### src/rtl/sprite_pkg.sv
// sprite_pkg: shared screen/sprite geometry, colours and bounce helpers
package sprite_pkg;
    localparam int H_RES = 640;
    localparam int V_RES = 480;
    localparam int SPR_W = 208;
    localparam int SPR_H = 208;
    localparam logic [2:0] FG_COLOR = 3'b111;
    localparam logic [2:0] BG_COLOR = 3'b001;
    localparam logic [9:0] X_RESET = 10'd216;
    localparam logic [9:0] Y_RESET = 10'd136;
    localparam logic [9:0] X_MAX = 10'(H_RES - SPR_W);
    localparam logic [9:0] Y_MAX = 10'(V_RES - SPR_H);

    typedef enum logic {DIR_INC = 1'b0, DIR_DEC = 1'b1} dir_t;

    // An edge hit reverses and steps away from the edge within the same update.
    function automatic logic [9:0] next_pos(input logic [9:0] pos, input dir_t dir, input logic [9:0] lim);
        return (dir == DIR_DEC) ? ((pos == 10'd0) ? 10'd1 : pos - 10'd1)
                                : ((pos == lim) ? lim - 10'd1 : pos + 10'd1);
    endfunction

    function automatic dir_t next_dir(input logic [9:0] pos, input dir_t dir, input logic [9:0] lim);
        return (dir == DIR_DEC) ? ((pos == 10'd0) ? DIR_INC : DIR_DEC)
                                : ((pos == lim) ? DIR_DEC : DIR_INC);
    endfunction
endpackage

### src/rtl/sprite_motion.sv
// sprite_motion: sprite origin registers, bouncing off the screen edges once per frame
import sprite_pkg::*;

module sprite_motion (
    input  logic       clk,
    input  logic       reset,
    input  logic       frame_tick,
    input  logic       move_en,
    output logic [9:0] sprite_x,
    output logic [9:0] sprite_y
);
    dir_t dx;
    dir_t dy;

    always_ff @(posedge clk) begin
        if (reset) begin
            sprite_x <= X_RESET;
            sprite_y <= Y_RESET;
            dx       <= DIR_INC;
            dy       <= DIR_INC;
        end else if (frame_tick && move_en) begin
            sprite_x <= next_pos(sprite_x, dx, X_MAX);
            sprite_y <= next_pos(sprite_y, dy, Y_MAX);
            dx       <= next_dir(sprite_x, dx, X_MAX);
            dy       <= next_dir(sprite_y, dy, Y_MAX);
        end
    end
endmodule

### src/rtl/sprite_renderer.sv
// sprite_renderer: two-stage pixel pipeline mapping scan position to ROM row/bit and colour
import sprite_pkg::*;

module sprite_renderer (
    input  logic             clk,
    input  logic             reset,
    input  logic [9:0]       pixel_x,
    input  logic [9:0]       pixel_y,
    input  logic             video_on,
    input  logic             frame_tick,
    input  logic             move_en,
    output logic [7:0]       rom_addr,
    input  logic [SPR_W-1:0] rom_data,
    output logic [2:0]       rgb,
    output logic [9:0]       sprite_x,
    output logic [9:0]       sprite_y
);
    logic       hit;
    logic       hit_q;
    logic       von_q;
    logic [7:0] row_q;
    logic [7:0] col_q;
    logic [7:0] bit_idx;

    sprite_motion u_motion (
        .clk        (clk),
        .reset      (reset),
        .frame_tick (frame_tick),
        .move_en    (move_en),
        .sprite_x   (sprite_x),
        .sprite_y   (sprite_y)
    );

    // 11-bit compares keep origin + size from wrapping.
    assign hit = ({1'b0, pixel_x} >= {1'b0, sprite_x})
              && ({1'b0, pixel_x} <= {1'b0, sprite_x} + 11'(SPR_W - 1))
              && ({1'b0, pixel_y} >= {1'b0, sprite_y})
              && ({1'b0, pixel_y} <= {1'b0, sprite_y} + 11'(SPR_H - 1));

    always_ff @(posedge clk) begin
        if (reset) begin
            hit_q <= 1'b0;
            von_q <= 1'b0;
            row_q <= 8'd0;
            col_q <= 8'd0;
        end else begin
            hit_q <= hit;
            von_q <= video_on;
            row_q <= 8'(pixel_y - sprite_y);
            col_q <= 8'(pixel_x - sprite_x);
        end
    end

    assign rom_addr = hit_q ? row_q : 8'd0;
    // Column 0 is the leftmost pixel, stored in the row MSB.
    assign bit_idx  = 8'(SPR_W - 1) - col_q;

    always_ff @(posedge clk) begin
        if (reset)
            rgb <= 3'd0;
        else
            rgb <= !von_q ? 3'd0 : (hit_q && rom_data[bit_idx]) ? FG_COLOR : BG_COLOR;
    end
endmodule

### config.mk
export PLATFORM = sky130hd
export DESIGN_NAME = sprite_renderer
export DESIGN_NICKNAME = d
export VERILOG_FILES = /design/src/rtl/sprite_pkg.sv /design/src/rtl/sprite_motion.sv /design/src/rtl/sprite_renderer.sv
export SDC_FILE = /design/constraint.sdc
export NUM_CORES = 1
export LEC_CHECK = 0
export BUFFER_PORTS_ARGS = -buffer_cell sky130_fd_sc_hd__clkbuf_2
export CAP_MARGIN = 20
export CORE_ASPECT_RATIO = 1.2
export CORE_MARGIN = 2
export CORE_UTILIZATION = 48
export CTS_BUF_LIST = sky130_fd_sc_hd__clkbuf_2
export DETAILED_ROUTE_END_ITERATION = 8
export PLACE_DENSITY = 0.91
export SLEW_MARGIN = 0
export SYNTH_ARGS = -nofsm -noshare
export SYNTH_HDL_FRONTEND = slang
export SYNTH_SLANG_ARGS = --single-unit
### constraint.sdc
create_clock -name clk -period 3.5 [get_ports clk]
set_input_delay 0.7 -clock clk [delete_from_list [all_inputs] [get_ports clk]]
set_output_delay 0.7 -clock clk [all_outputs]
set_load 0.03 [all_outputs]
# == Word-level counts from Yosys, hierarchy flattened ==
# Cells that the tools add are included.
# word_totals
register_bits,43
in_bits,233
output_inout_bits,31
# classes
addsub,9
n_lt_le_gt_ge,5
eq_ne,2
mux,16
bitwise,1
n_reduce_logical,8
# op_table
operator,count
$mux W10,6
$add A10 B8 Y11 const B,2
$le A10 B11 Y1,2
$add A10 B1 Y10 const B,2
$eq A10 B9 Y1 const B,2
$ge A10 B10 Y1,2
$logic_not A10 Y1,2
$sub A10 B1 Y10 const B,2
$sub A8 B8 Y8,2
$lt A8 B9 Y1 const B,1
$bmux W1 S8,1
$mux W8,1
$sub A8 B8 Y8 const A,1
$mux W1,7
$logic_and A1 B1 Y1,5
$mux W3,1
$reduce_or A2 Y1,1
$not A1 Y1,1

# == Depth between registers and ports, before layout ==
# Gate-level depths: netlist of the first run.
# logic_depth
ltp_word,5
mapped_depth,13
mapped_depth_nobuf,13

# == By module ==
# Synthesis of the first run repeated with hierarchy kept, for this count alone.
# unflattened
hier_cells,644
hier_area_um2,5755.5
# modules_own_cells
mod,n_inst,cells_per_inst,area_each_um2,seq_area_each_um2
sprite_renderer,1,402,3940.0,400.4
sprite_motion,1,242,1815.5,440.4

# == Worst setup path before layout of the first run ==
# No wires, ideal clock.
# synth_timing
path_kind,reg2reg
start,register u_motion.sprite_x[0]
end,register hit_q
setup_time_ps,117
t_arrival_ps,2539
t_required_ps,3383
path_slack_ps,844
path_stages_with_launch,14
n_path_buf,0
synth_period_minus_slack_ps,2656
path_cell_list,dfxtp_1 -> inv_1 -> ha_1 -> nand3_1 -> nand3_1 -> nand2_1 -> xnor2_1 -> ha_1 -> and3_1 -> nand2_1 -> nor3_1 -> a311o_1 -> a21oi_1 -> and4b_1
# synth_between
elab_chain_len,5
elab_cells_between_ends,6
classes_between,add/sub (1); order compare (2); reduce/logical (3)
# synth_lines
item,line,rtl
"start, declared",sprite_motion.sv:9,"output logic [9:0] sprite_x,"
"start signal, assigned",sprite_motion.sv:22,"sprite_x <= next_pos(sprite_x, dx, X_MAX);"
$add A10 B8 Y11,sprite_renderer.sv:36,"&& ({1'b0, pixel_x} <= {1'b0, sprite_x} + 11'(SPR_W - 1))"
$le A10 B11 Y1,sprite_renderer.sv:36,
$logic_and A1 B1 Y1 (*),sprite_renderer.sv:36,
$logic_and A1 B1 Y1 (*),sprite_renderer.sv:37,"&& ({1'b0, pixel_y} >= {1'b0, sprite_y})"
$logic_and A1 B1 Y1 (*),sprite_renderer.sv:38,"&& ({1'b0, pixel_y} <= {1'b0, sprite_y} + 11'(SPR_H - 1));"
"end signal, assigned",sprite_renderer.sv:47,hit_q <= hit;
"end, declared",sprite_renderer.sv:19,logic hit_q;
# Every way passes the cells marked *; elsewhere a longest branch is shown, timed or not.
# A chain may end at the register's enable or synchronous reset.

# == Worst setup path after layout of the first run ==
# layout_timing
start,register u_motion.sprite_x[1]
end,register hit_q
# Same word-level chain as after synthesis.

==> results.json, run 1 <==
{
  "cts_tree": "yes",
  "startpoint": "u_motion.sprite_x[1]$_SDFFE_PP0P_",
  "critPathMaxFanout": 7,
  "insertion_delay_ns": 0.46,
  "status": "completed",
  "dp_slack_ns": 0.714,
  "crit_required_ns": 3.88,
  "die_area_um2": 11900,
  "cp.arrival_ns": 3.17,
  "use_met1_pct": 35.4,
  "syn_area_per_cell_um2": 8.69,
  "critPathLaunchType": "flip-flop",
  "io_buffer_count": 263,
  "drc": 0,
  "drtAntennaViolNets": 0,
  "cts_hold_buf": 0,
  "rows": 42,
  "antenna_found_initial": 1,
  "netlist_area_um2": 5320,
  "ys_seq_elements": 42,
  "synthTopCellsByArea": "mux4_2, dfxtp_1, ha_1",
  "finalClockSkew_ns": 0.0366,
  "synthFlopType": "dfxtp_1",
  "cts_buffers": 5,
  "clockBufferDepth": 2,
  "yosysWarningCount": 0,
  "drive_above_1_share_pct": 40.1,
  "dr_total_vias": 5910,
  "start_util_pct": 48.7,
  "fmax_ghz": 0.359,
  "dp_hpwl_um": 15100,
  "synth_fp_nets": 894,
  "ys_types": 58,
  "rsz0062_at_grt": "false",
  "grt_start_max_net_pins": 29,
  "layout.nets": 1132,
  "area_growth_pct": 26.9,
  "p_total_mw": 1.49,
  "die_y_um": 119,
  "fin_tns_setup_ns": 0,
  "viasPerCell": 6.01,
  "fin_crit_sh_pct": 79.6,
  "fin_util_pct": 61.8,
  "grtUsageMet2_pct": 53.3,
  "finalCriticalPeriod_ns": 2.79,
  "yosysTopAreaCell": "mux4_2",
  "reg2reg_slack_ns": 0.71,
  "leakagePower_nw": 3.02,
  "async_flop_share_pct": 0,
  "synth-edff-count": 0,
  "cts-resized-gates": 0,
  "grt_usage_pct": 29.8,
  "clkSinkCount": 42,
  "fin_hold_ws_ns": 0.476,
  "setup_violations": 0,
  "tightest_slew_ns": 0.698,
  "pwr_density_cell_nw_per_um2": 220,
  "clockRootBuffer": "clkbuf_2",
  "worst-setup-path-type": "flip-flop to flip-flop",
  "grt_pass1_wl_um": 28100,
  "syn_inst": 612,
  "core_area_um2": 10900,
  "cp-end-kind": "flip-flop",
  "clk_pin_slew_ns": 0.24,
  "max-cap-violations": 0,
  "busiest_layer": "met2",
  "routabilityCongestion": 0.956,
  "grt_pass1_vias": 5845,
  "cts-htree-levels": 2,
  "wl_per_cell_um": 18.3,
  "rr_startpoint": "u_motion.sprite_x[1]$_SDFFE_PP0P_",
  "slew_violations": 0,
  "ir_drop_mv": 0.162,
  "first_pass_iters": 5,
  "grt.overflow.total": 0,
  "setup_slack_ns": 0.713,
  "drt_iter0_drc": 309,
  "routed_wl_um": 18000,
  "slew_headroom_pct": 53.1,
  "hp-class": "input port to flip-flop",
  "ys_seq_area_share_pct": 15.8,
  "hold_start": "video_on",
  "synth_top_area_share_pct": 22.9,
  "finalHoldViolations": 0,
  "cts_setup_buffers": 0,
  "met3_usage_pct": 4.99,
  "ios": 264,
  "nFillCells": 924,
  "dieWidth_um": 100
}
[routing by layer]
| metal | part of all wire [%] | vias up | routed length, µm |
|---|---|---|---|
| met5 | 0.072 | - | 13 |
| met4 | 3.3 | 2 | 590 |
| met3 | 8.5 | 47 | 1530 |
| met2 | 50 | 317 | 9020 |
| met1 | 38 | 2752 | 6870 |
| li1 | - | 2792 | - |
[placed cells by master (no fill, tap or decap), drive strengths merged, types with 3 or more instances in the layout]
master	instances
dfxtp	42
nor2b	18
o221ai	3
a22oi	9
a21boi	3
o21a	7
o21ai	43
nor4	12
nor2	48
a311oi	3
and2	11
a211oi	9
nand3b	4
nand2	48
xor2	4
mux2i	4
nand2b	5
inv	35
a21oi	38
o22ai	5
nand4	4
nand3	20
buf	8
mux4	54
a21o	9
nor3b	3
nor3	11
o32ai	5
ha	47
or4	3
xnor2	25
clkbuf	269
and3	4
a31oi	11
or3	3
[cell usage after synthesis (2+ instances only)]
master	count
clkbuf_1	24
o21ai_0	42
fa_1	2
buf_4	7
a211o_1	2
o311ai_0	2
nor4_1	11
and2_1	11
or4_1	2
nor2b_1	18
a21o_1	9
nor2_1	48
a21boi_0	3
a22oi_1	9
a21oi_1	38
nand2_1	47
and3_1	4
nand3_1	20
or3_1	3
xnor2_1	25
o211ai_1	2
a2111oi_0	2
mux4_2	54
a211oi_1	9
o221ai_1	3
o22ai_1	5
o21bai_1	2
a31oi_1	11
nand4_1	4
mux2i_1	4
inv_1	35
nor3b_1	3
o21a_1	7
buf_2	7
dfxtp_1	42
nor3_1	11
o32ai_1	5
xor2_1	4
nand2b_1	5
nand3b_1	4
ha_1	47
a311oi_1	3
[flip-flops by register name, summed over array words and instances (netlist names)]
signal / flops
u_motion.sprite_x: 10
u_motion.sprite_y: 10
col_q: 8
row_q: 8
rgb: 2
hit_q: 1
u_motion.dx: 1
u_motion.dy: 1
von_q: 1
[critical path: stages, from the launching register on]
cell,delay (ns)
dfxtp_1,0.51
inv_1,0.15
ha_1,0.26
nand3_1,0.17
nand3_1,0.13
nand2_1,0.14
xnor2_1,0.12
ha_1,0.25
and3_1,0.17
nand2_1,0.08
nor3_1,0.05
a311o_1,0.26
a21oi_1,0.19
and4b_1,0.22
[kinds of logic after synthesis]
group / after synthesis / synth area share [%]
simple gates: 198 / 18.9
mux: 58 / 23.6
flops: 42 / 15.8
compound gates: 160 / 19.0
fa+ha+maj: 49 / 11.8
buf+inv: 76 / 6.16
xor+xnor: 29 / 4.77
[power by group]
group	internal [mW]	leakage, nW	switching (mW)	total [mW]
Combinational	0.355	2.64	0.290	0.645
Clock	0.122	0.0406	0.175	0.297
Sequential	0.501	0.345	0.0434	0.544
Total	0.978	3.02	0.508	1.49
[through the flow]
stage	area, µm²	std cells
3_5_place_dp	6690	975
3_3_place_gp	6690	975
2_1_floorplan	5320	612
5_1_grt	6750	983
4_1_cts	6750	983
6_report	6750	984
[cell type report]
cell class	count	area, µm²	area share, %
Multi-Input combinational cell	494	4150	61.5
Timing Repair Buffer	271	1390	20.6
Sequential cell	42	846	12.5
Tap cell	132	165	2.45
Inverter	36	135	2.00
Clock inverter	2	33.8	0.500
Clock buffer	6	30.0	0.445
Antenna cell	1	2.50	0.0371
[worst paths after layout]
path                       end  cells after the start
max reg2reg   hit_q$_SDFF_PP0_                     13
max           hit_q$_SDFF_PP0_                     13
min reg2reg  rgb[0]$_SDFF_PP0_                      1
min           von_q$_SDFF_PP0_                      2
(Power assumes the default switching activity.)
==> run 2: changes to the inputs <==
Settings changed: ABC_AREA from default to 1, CORE_UTILIZATION 48 to 45, PLACE_DENSITY 0.91 to 0.88.
Clock period 3.5 ns to 2.4 ns, I/O delays scaled along.
==> run 2 against run 1 <==
Largest power group unchanged. Count of clock-buffer cells in the layout decreased by 1. Sequential share of layout area decreased by 0.97 points. Clock power increased by 84%. Final area increased by 9.3%. Highest routed layer unchanged. Non-clock buffer count increased by 13.
==> results.json, run 2 <==
{
  "die_y_um": 129,
  "synth_top_area_share_pct": 19.9,
  "dp_hpwl_um": 16500,
  "dieWidth_um": 108,
  "grt_start_max_net_pins": 72,
  "clkSinkCount": 42,
  "max_stage_delay_ns": 0.39,
  "cp_slowest_cell": "dfxtp_2",
  "finalHoldViolations": 0,
  "first_pass_iters": 5,
  "layout_common_cells": "nand2_1, clkbuf_2, nand3_1",
  "rsz0062_at_grt": "true",
  "cts-htree-levels": 2,
  "ios": 264,
  "drtAntennaViolNets": 0,
  "grt_pass1_vias": 6957,
  "largestRegisters": "u_motion.sprite_x (10), u_motion.sprite_y (10)",
  "core_area_um2": 12700,
  "area_growth_pct": 26.3,
  "finalClockSkew_ns": 0.0422,
  "io_buffer_count": 263,
  "drc": 0,
  "hold_start": "video_on",
  "wl_per_cell_um": 14.7,
  "drive_above_1_share_pct": 25.5,
  "startpoint": "u_motion.sprite_y[2]$_SDFFE_PP0P_",
  "crit_required_ns": 2.77,
  "max-cap-violations": 0,
  "clockRootBuffer": "clkbuf_2",
  "routed_wl_um": 21200,
  "viasPerCell": 5.35,
  "netlist_area_um2": 5850,
  "async_flop_share_pct": 0,
  "drt_iter0_drc": 806,
  "dr_total_vias": 7716,
  "worst-setup-path-type": "flip-flop to flip-flop",
  "tightest_slew_ns": 0.671,
  "setup_slack_ns": 0.0949,
  "dp_slack_ns": 0.0383,
  "synthFlopType": "dfxtp_1",
  "grt_pass1_wl_um": 32900,
  "place_inst": 1433,
  "antenna_found_initial": 1,
  "slew_violations": 0,
  "fin_tns_setup_ns": 0,
  "die_area_um2": 13900,
  "cts_buffers": 5,
  "status": "completed",
  "setup_violations": 0,
  "yosysTopAreaCell": "nand2_1",
  "clk_pin_slew_ns": 0.27,
  "rows": 45,
  "syn_area_per_cell_um2": 5.63,
  "start_util_pct": 46.2,
  "cts_setup_buffers": 0,
  "nFillCells": 1234,
  "finalCriticalPeriod_ns": 2.31,
  "leakagePower_nw": 4.13,
  "hp-class": "input port to flip-flop",
  "ys_seq_elements": 42,
  "grt.overflow.total": 0,
  "ys_types": 41,
  "synthTopCellsByArea": "nand2_1, dfxtp_1, nand3_1",
  "synth-edff-count": 0,
  "insertion_delay_ns": 0.46,
  "finalNonFillerCells": 1442,
  "pwr_density_cell_nw_per_um2": 385,
  "layout.nets": 1558,
  "ir_drop_mv": 0.313,
  "critPathLaunchType": "flip-flop",
  "fin_crit_sh_pct": 96.0,
  "slew_headroom_pct": 55.2,
  "synth.most_common_cell": "nand2_1",
  "rr_startpoint": "u_motion.sprite_y[2]$_SDFFE_PP0P_",
  "netlist_top_cells_count": "nand2_1, nand3_1, nor2_1, inv_1, o21ai_0",
  "cp.arrival_ns": 2.67,
  "fmax_ghz": 0.434,
  "grt_usage_pct": 29.3,
  "yosysWarningCount": 0,
  "ys_seq_area_share_pct": 14.4,
  "cts_tree": "yes",
  "clockBufferDepth": 2,
  "mostFrequentLayoutCell": "nand2_1",
  "syn_inst": 1039,
  "cp-end-kind": "flip-flop",
  "path_cells": "buf_4 > nor2_2 > nand2_2 > xor2_2 > ha_1 > a21oi_1 > o21ai_0 > a21oi_1 > o21ai_0 > a21o_1 > nand2_1 > nand2_1 > nor3_1",
  "routabilityCongestion": 0.942,
  "p_total_mw": 2.84,
  "critPathMaxFanout": 8,
  "synth_fp_nets": 1321
}
## run 2: logic make-up (layout without fill, tap and decap cells)
logic type                 count (synthesis)  after routing  share of synthesized area (%)
xor gates and xnor gates                  31             31                           4.64
AOI/OAI and AO/OA                        178            178                           16.3
and+or+nand+nor                          584            584                           41.9
DFF                                       42             42                           14.4
buffers and inverters                    155            393                           12.0
adders and majority gates                 49             49                           10.7
other                                      0              1                              0
## run 2: worst paths after layout
path | to | slack, ns | cells after the start
max | hit_q$_SDFF_PP0_ | 0.09 | 13
min | von_q$_SDFF_PP0_ | 0.24 | 3
max reg2reg | hit_q$_SDFF_PP0_ | 0.09 | 13
min reg2reg | rgb[0]$_SDFF_PP0_ | 0.44 | 2
## run 2: repair_timing
action                     CTS  global route
pin swaps                    0             2
resized for setup            2            19
setup endpoints to repair    1             3
hold buffers                 0             0
## run 2: power breakdown
group	switching [mW]	internal (mW)	total [mW]
sequential	0.0454	0.752	0.798
combinational	0.908	0.592	1.50
clock	0.263	0.282	0.545
## run 2: cell type report
cell class / count / area (µm²) / share of cell area, %
inverter: 101 / 379 / 5.13
multi-input combinational: 842 / 4350 / 58.9
antenna: 1 / 2.50 / 0.0339
clock buffer: 5 / 25.0 / 0.339
clock inverter: 3 / 68.8 / 0.932
timing repair buffer: 284 / 1500 / 20.3
sequential: 42 / 853 / 11.6
tap: 164 / 205 / 2.78
## run 2: per-stage QoR
step / cell area (µm²) / hold slack, ns / utilization, %
finish: 7380 / 0.239 / 58.3
floorplan: 5850 / 0.400 / -
detailed placement: 7230 / 0.415 / 57.1
global placement: 7230 / 0.408 / 57.1
CTS: 7330 / 0.227 / 57.9
global route: 7380 / 0.218 / 58.3
## run 2: critical path, delay by kind of cell, from the launching register on
| family | cells | cell delay, ns |
|---|---|---|
| buffers and inverters | 1 | 0.17 |
| xor gates and xnor gates | 1 | 0.17 |
| adders and majority gates | 1 | 0.30 |
| and+or+nand+nor | 5 | 0.57 |
| DFF | 1 | 0.39 |
| AOI/OAI and AO/OA | 5 | 0.60 |
## run 2: layer usage
metal / global-route usage (%) / routed length [µm] / up-vias
met1: 35.9 / 8540 / 3382
met3: 5.27 / 1900 / 76
met4: 13.3 / 913 / 2
met2: 49.8 / 9840 / 378
li1: - / - / 3878
met5: 0 / 15 / -
